`src/rtl/conf_word_rx_if.sv`:
```
// SPI-side inputs and configuration-word outputs of the framing stage.
// Master drives the SPI receiver signals and observes the word; slave is the framer.
// Pure wiring, no logic.
interface conf_word_rx_if;
    logic        i_spi_nCS;
    logic        i_spi_done;
    logic [7:0]  i_spi_byte;
    logic [63:0] o_conf;
    logic        o_conf_stb;
    logic        o_conf_valid;
    logic        o_err_crc;
    logic        o_err_frame;
    logic        o_busy;

    modport master (
        output i_spi_nCS, i_spi_done, i_spi_byte,
        input  o_conf, o_conf_stb, o_conf_valid, o_err_crc, o_err_frame, o_busy
    );

    modport slave (
        input  i_spi_nCS, i_spi_done, i_spi_byte,
        output o_conf, o_conf_stb, o_conf_valid, o_err_crc, o_err_frame, o_busy
    );
endinterface

```
`src/rtl/conf_word_rx.sv`:
```
// Assembles one checksummed 8-byte config word per chip-select frame from an async SPI byte receiver.
// Latency: byte captured 3 edges after done rises; word and strobe appear at most 5 edges after K's done rise.
// No backpressure: strobe is a one-cycle pulse; bytes outside a live frame window are dropped.
module conf_word_rx #(
    parameter int TIMEOUT_CYCLES = 50000
) (
    input  logic           i_clk,
    input  logic           i_reset,
    conf_word_rx_if.slave  bus
);
    localparam int TW = $clog2(TIMEOUT_CYCLES);
    localparam logic [TW-1:0] TMO_LAST = TW'(TIMEOUT_CYCLES - 1);
    localparam logic [TW-1:0] TMO_MAX  = {TW{1'b1}};
    localparam logic [7:0]    XOR_SEED = 8'hA5;

    typedef enum logic [1:0] {IDLE, RECV, CHECK, WAIT_CS} state_t;

    state_t        state;
    logic [2:0]    done_s;
    logic [2:0]    cs_s;
    logic [3:0]    idx;
    logic [63:0]   shreg;
    logic [7:0]    xr;
    logic [7:0]    k_byte;
    logic [TW-1:0] tmo;
    logic [63:0]   conf;
    logic          conf_stb;
    logic          conf_valid;
    logic          err_crc;
    logic          err_frame;
    logic          busy;
    logic          byte_ev;
    logic          cs_low;

    assign byte_ev = (done_s[2:1] == 2'b01);
    assign cs_low  = ~cs_s[2];

    assign bus.o_conf       = conf;
    assign bus.o_conf_stb   = conf_stb;
    assign bus.o_conf_valid = conf_valid;
    assign bus.o_err_crc    = err_crc;
    assign bus.o_err_frame  = err_frame;
    assign bus.o_busy       = busy;

    // Bring the async done flag and chip select into the i_clk domain.
    always_ff @(posedge i_clk or posedge i_reset) begin
        if (i_reset) begin
            done_s <= 3'b000;
            cs_s   <= 3'b111;
        end else begin
            done_s <= {done_s[1:0], bus.i_spi_done};
            cs_s   <= {cs_s[1:0], bus.i_spi_nCS};
        end
    end

    // Frame FSM: collect B0..B7 and K, verify, publish the word, then wait out the chip select.
    always_ff @(posedge i_clk or posedge i_reset) begin
        if (i_reset) begin
            state      <= IDLE;
            idx        <= 4'd0;
            shreg      <= 64'h0;
            xr         <= XOR_SEED;
            k_byte     <= 8'h00;
            tmo        <= '0;
            conf       <= 64'h0;
            conf_stb   <= 1'b0;
            conf_valid <= 1'b0;
            err_crc    <= 1'b0;
            err_frame  <= 1'b0;
            busy       <= 1'b0;
        end else begin
            conf_stb <= 1'b0;
            case (state)
                IDLE: begin
                    idx   <= 4'd0;
                    shreg <= 64'h0;
                    xr    <= XOR_SEED;
                    tmo   <= '0;
                    if (cs_low) begin
                        err_crc   <= 1'b0;
                        err_frame <= 1'b0;
                        busy      <= 1'b1;
                        state     <= RECV;
                    end
                end
                RECV: begin
                    if (byte_ev) begin
                        tmo <= '0;
                        if (idx < 4'd8) begin
                            shreg <= {shreg[55:0], bus.i_spi_byte};
                            xr    <= xr ^ bus.i_spi_byte;
                            idx   <= idx + 4'd1;
                            // A byte landing with the deassert is kept, but the frame is still short.
                            if (!cs_low) begin
                                err_frame <= 1'b1;
                                busy      <= 1'b0;
                                state     <= IDLE;
                            end
                        end else begin
                            k_byte <= bus.i_spi_byte;
                            state  <= CHECK;
                        end
                    end else if (!cs_low) begin
                        err_frame <= 1'b1;
                        busy      <= 1'b0;
                        state     <= IDLE;
                    end else if (tmo == TMO_LAST) begin
                        err_frame <= 1'b1;
                        busy      <= 1'b0;
                        state     <= WAIT_CS;
                    end else if (tmo != TMO_MAX) begin
                        tmo <= tmo + 1'b1;
                    end
                end
                CHECK: begin
                    if (k_byte == xr) begin
                        conf       <= shreg;
                        conf_stb   <= 1'b1;
                        conf_valid <= 1'b1;
                    end else begin
                        err_crc <= 1'b1;
                    end
                    busy  <= 1'b0;
                    state <= WAIT_CS;
                end
                WAIT_CS: begin
                    if (!cs_low) begin
                        state <= IDLE;
                    end
                end
                default: begin
                    busy  <= 1'b0;
                    state <= IDLE;
                end
            endcase
        end
    end
endmodule

```
`src/flat_wrapper.sv`:
```
// flat-port wrapper written by rule: the top's interface ports become plain ports
module conf_word_rx_flat 
#(
    parameter int TIMEOUT_CYCLES = 50000
)
  (i_clk, i_reset, bus_i_spi_nCS, bus_i_spi_done, bus_i_spi_byte, bus_o_conf, bus_o_conf_stb, bus_o_conf_valid, bus_o_err_crc, bus_o_err_frame, bus_o_busy);
  conf_word_rx_if bus_i ();
  input  logic i_clk;
  input  logic i_reset;
  input wire logic [$bits(bus_i.i_spi_nCS)-1:0] bus_i_spi_nCS;
  input wire logic [$bits(bus_i.i_spi_done)-1:0] bus_i_spi_done;
  input wire logic [$bits(bus_i.i_spi_byte)-1:0] bus_i_spi_byte;
  output wire logic [$bits(bus_i.o_conf)-1:0] bus_o_conf;
  output wire logic [$bits(bus_i.o_conf_stb)-1:0] bus_o_conf_stb;
  output wire logic [$bits(bus_i.o_conf_valid)-1:0] bus_o_conf_valid;
  output wire logic [$bits(bus_i.o_err_crc)-1:0] bus_o_err_crc;
  output wire logic [$bits(bus_i.o_err_frame)-1:0] bus_o_err_frame;
  output wire logic [$bits(bus_i.o_busy)-1:0] bus_o_busy;
  assign bus_i.i_spi_nCS = bus_i_spi_nCS;
  assign bus_i.i_spi_done = bus_i_spi_done;
  assign bus_i.i_spi_byte = bus_i_spi_byte;
  assign bus_o_conf = bus_i.o_conf;
  assign bus_o_conf_stb = bus_i.o_conf_stb;
  assign bus_o_conf_valid = bus_i.o_conf_valid;
  assign bus_o_err_crc = bus_i.o_err_crc;
  assign bus_o_err_frame = bus_i.o_err_frame;
  assign bus_o_busy = bus_i.o_busy;
  conf_word_rx #(.TIMEOUT_CYCLES(TIMEOUT_CYCLES)) u_core (.i_clk(i_clk), .i_reset(i_reset), .bus(bus_i));
endmodule
```
`config.mk`:
```
export PLATFORM = sky130hd
export DESIGN_NAME = conf_word_rx_flat
export DESIGN_NICKNAME = d
export VERILOG_FILES = /design/src/rtl/conf_word_rx_if.sv /design/src/rtl/conf_word_rx.sv /design/src/flat_wrapper.sv
export SDC_FILE = /design/constraint.sdc
export NUM_CORES = 1
export LEC_CHECK = 0
export BUFFER_PORTS_ARGS = -buffer_cell sky130_fd_sc_hd__buf_2
export CORE_MARGIN = 2
export CORE_UTILIZATION = 35
export CTS_BUF_LIST = sky130_fd_sc_hd__clkbuf_8 sky130_fd_sc_hd__clkbuf_16
export CTS_CLUSTER_DIAMETER = 50
export CTS_CLUSTER_SIZE = 25
export DETAILED_ROUTE_END_ITERATION = 8
export GPL_ROUTABILITY_DRIVEN = 0
export GPL_TIMING_DRIVEN = 0
export PLACE_DENSITY_LB_ADDON = 0.3
export SLEW_MARGIN = 20
export SYNTH_ARGS = -nofsm -noshare
export SYNTH_HDL_FRONTEND = slang
export SYNTH_SLANG_ARGS = --single-unit
```
`constraint.sdc`:
```
create_clock -name i_clk -period 6.88 [get_ports i_clk]
set_input_delay 1.376 -clock i_clk [delete_from_list [all_inputs] [get_ports i_clk]]
set_output_delay 1.376 -clock i_clk [all_outputs]
set_load 0.01 [all_outputs]
```
==> metrics.cfg <==
[sta]
fin_ws_ns=3.90
setup_viol=0
period_share_pct=43.3
whs_ns=0.352
rsz0062_at_grt=false
fin_crit_ns=2.98
final_max_slew_viol_count=0
clock_skew_ns=0.0107
worst_pin_slew_ns=0.936
max-slew-margin-rel_pct=37.1
maxClockFrequency_mhz=336
hold_violations=0

[synth]
yosysUniqueCellTypes=49
synth_nets=800
synth-edff-count=0
synth-main-ff-cell=dfrtp_1
ys_ff_latch=177
syn_avg_cell_area_um2=9.41
yosys_warnings=0
syn_area_um2=7350
synthCells=781
ys_seq_area_share_pct=60.4
synth-async-reset-ratio_pct=100

[worst_setup_path]
r2r-end=u_core.shreg[13]
path_class=flop to flop
reg2reg_slack_ns=3.90
path_buf_inv=5
rr_worst_depth=9
worst_ep_arrival_time_ns=3.33
cp_cell_sequence=inv_1, ha_1, buf_2, inv_1, nor3_1, clkbuf_1, clkbuf_1, nand2_1, o21ai_0
slowest_delay_ns=0.78
cp_data_required_time_ns=7.24
path_max_fanout=10
start_kind=flop
rr_startpoint=u_core.state[1]
end_kind=flop
path_delay_family=buffers and inverters
slowest_stage=nor3_1

[final_layout]
num-nets-final=901
antenna-diode-count=0
drive_gt1_share_pct=17.3
fin_util_pct=41.8
final_cell_count_no_fill=1170
syn2layout_area_growth_pct=18.6
final_common_cell=nand2_1
final_cell_mix=335 x nand2_1, 170 x dfrtp_1, 81 x buf_2
final_cell_area_um2=8710

[global_routing]
grt_overflow=0
grt_max_degree=101
grt_pass1_wl_mm=28.4
antenna_found_initial=0
grt_pass1_vias=5503
grt_usage_pct=16.1

[clocking]
cts_root_buffer=clkbuf_16
clock_sinks=177
cts_hold_buffers=0
htreeDepth=4
cts_tree=done
cts_resized=0
insertion_delay_ns=0.43
max-clock-path-buffers=2
path_clk_slew_ns=0.07
postCtsSetupBuffers=0
cts_buffers=17

[die]
core-area_um2=20800
num_rows=53
dieArea_um2=22200
io_pins=81
fp.dieH_um=149
die_w_um=149
start_util_pct=35.3

[detailed_routing]
via_per_inst=4.81
drt_wl_total_mm=17.0
post_drt_wl_per_cell_um=14.6
vias=5631
drc=0
ant_nets=0
firstDrtPassIters=5
drt_iter0_markers=490

[placement]
place_ws_ns=3.83
port_buffers=80
placed_area_um2=8140
placed_cells=1138
hpwl_mm=11.7

[hold_path]
hold_depth=0
hp-start=u_core.done_s[0]
holdCritPathClass=flop to flop
min_to=u_core.done_s[1]

[pwr]
power_frac_clock_pct=34.7
p_comb_share_pct=19.5
swShare_pct=31.5
p_seq_share_pct=45.8
intPower_uw=1860
ir_drop_uv=161
p_leak_uw=0.00432
power.density_nw_per_um2=312
p_sw_uw=855

[job]
timing.max_cap.violations=0

[run_status]
run_status=completed

==> power groups by stage <==
stage | clock network (uW) | registers (uW) | logic (uW)
2_1_floorplan | 0 | 1240 | 382
3_3_place_gp | 0 | 1260 | 519
3_5_place_dp | 0 | 1260 | 531
4_1_cts | 960 | 1240 | 535
5_1_grt | 1010 | 1260 | 595
6_report | 943 | 1240 | 529
==> layer usage <==
layer | track usage (%) | routed length, um | vias up
li1 | - | - | 2762
met1 | 23.3 | 8460 | 2751
met2 | 24.5 | 7780 | 101
met3 | 3.03 | 560 | 17
met4 | 5.33 | 234 | 0
met5 | 0 | 0 | -
==> through the flow <==
step	total power (uW)	TNS, ns
after floorplan	1620	0
after global placement	1780	-246.41
after detailed placement	1790	0
after CTS	2740	0
after global routing	2860	0
final	2720	0
==> Yosys cell counts (2+ instances only) <==
library cell,count,area (um^2)
nor3_1,6,30.0
xor2_1,5,43.8
dfstp_2,7,184
or4_2,5,43.8
or3_2,5,37.5
and3_1,4,25.0
clkbuf_1,35,131
a21oi_2,9,78.8
nand4_1,6,37.5
o21ai_0,68,340
nor2b_1,3,18.8
inv_1,12,45.0
mux2_2,9,101
ha_1,7,87.6
o31ai_1,7,52.6
or3_1,2,12.5
dfrtp_1,170,4250
nor2_1,21,78.8
nand2_1,335,1260
a21oi_1,12,60.1
nand3_1,9,45.0
nand2b_1,2,12.5
a22o_1,4,35.0
xnor2_1,9,78.8
o21ai_1,5,25.0
==> how the worst max path moves through the flow <==
| stage | to | cells past startpoint | slack [ns] | start |
|---|---|---|---|---|
| after floorplan | u_core.bus.o_busy | 1 | 0.71 | i_reset |
| final | u_core.shreg[13] | 9 | 3.90 | u_core.state[1] |
| after detailed placement | u_core.shreg[8] | 8 | 3.83 | u_core.state[1] |
| after CTS | u_core.shreg[53] | 9 | 3.80 | u_core.state[1] |
| after global routing | u_core.shreg[28] | 9 | 3.47 | u_core.state[1] |
| after global placement | u_core.bus.o_conf[19] | 2 | -1.46 | i_reset |
==> cell type report <==
cell class	count	area (um^2)
clock inverters	14	130
flip-flops and latches	177	4440
well taps	275	344
multi-input cells	553	2700
inverters	12	52.6
repair buffers	82	439
plain buffers	39	171
fillers	2117	12100
clock buffers	18	439
==> cell families after synthesis <==
logic type	count (synthesis)	share of synthesized area, %
AND/OR/NAND/NOR	405	22.6
flip-flops	177	60.4
AO/OA/AOI/OAI	118	9.78
buffers and inverters	51	2.95
XOR/XNOR	14	1.67
multiplexers	9	1.38
adder cells (fa/ha/maj)	7	1.19
==> registers in the layout, summed over array words and instances (netlist names) <==
register / flops
u_core.bus.o_conf: 64
u_core.shreg: 64
u_core.tmo: 16
u_core.k_byte: 8
u_core.xr: 8
u_core.idx: 4
u_core.cs_s: 3
u_core.done_s: 3
u_core.state: 2
u_core.bus.o_busy: 1
u_core.bus.o_conf_stb: 1
u_core.bus.o_conf_valid: 1
u_core.bus.o_err_crc: 1
u_core.bus.o_err_frame: 1
Power figures use the tool's default switching activity.
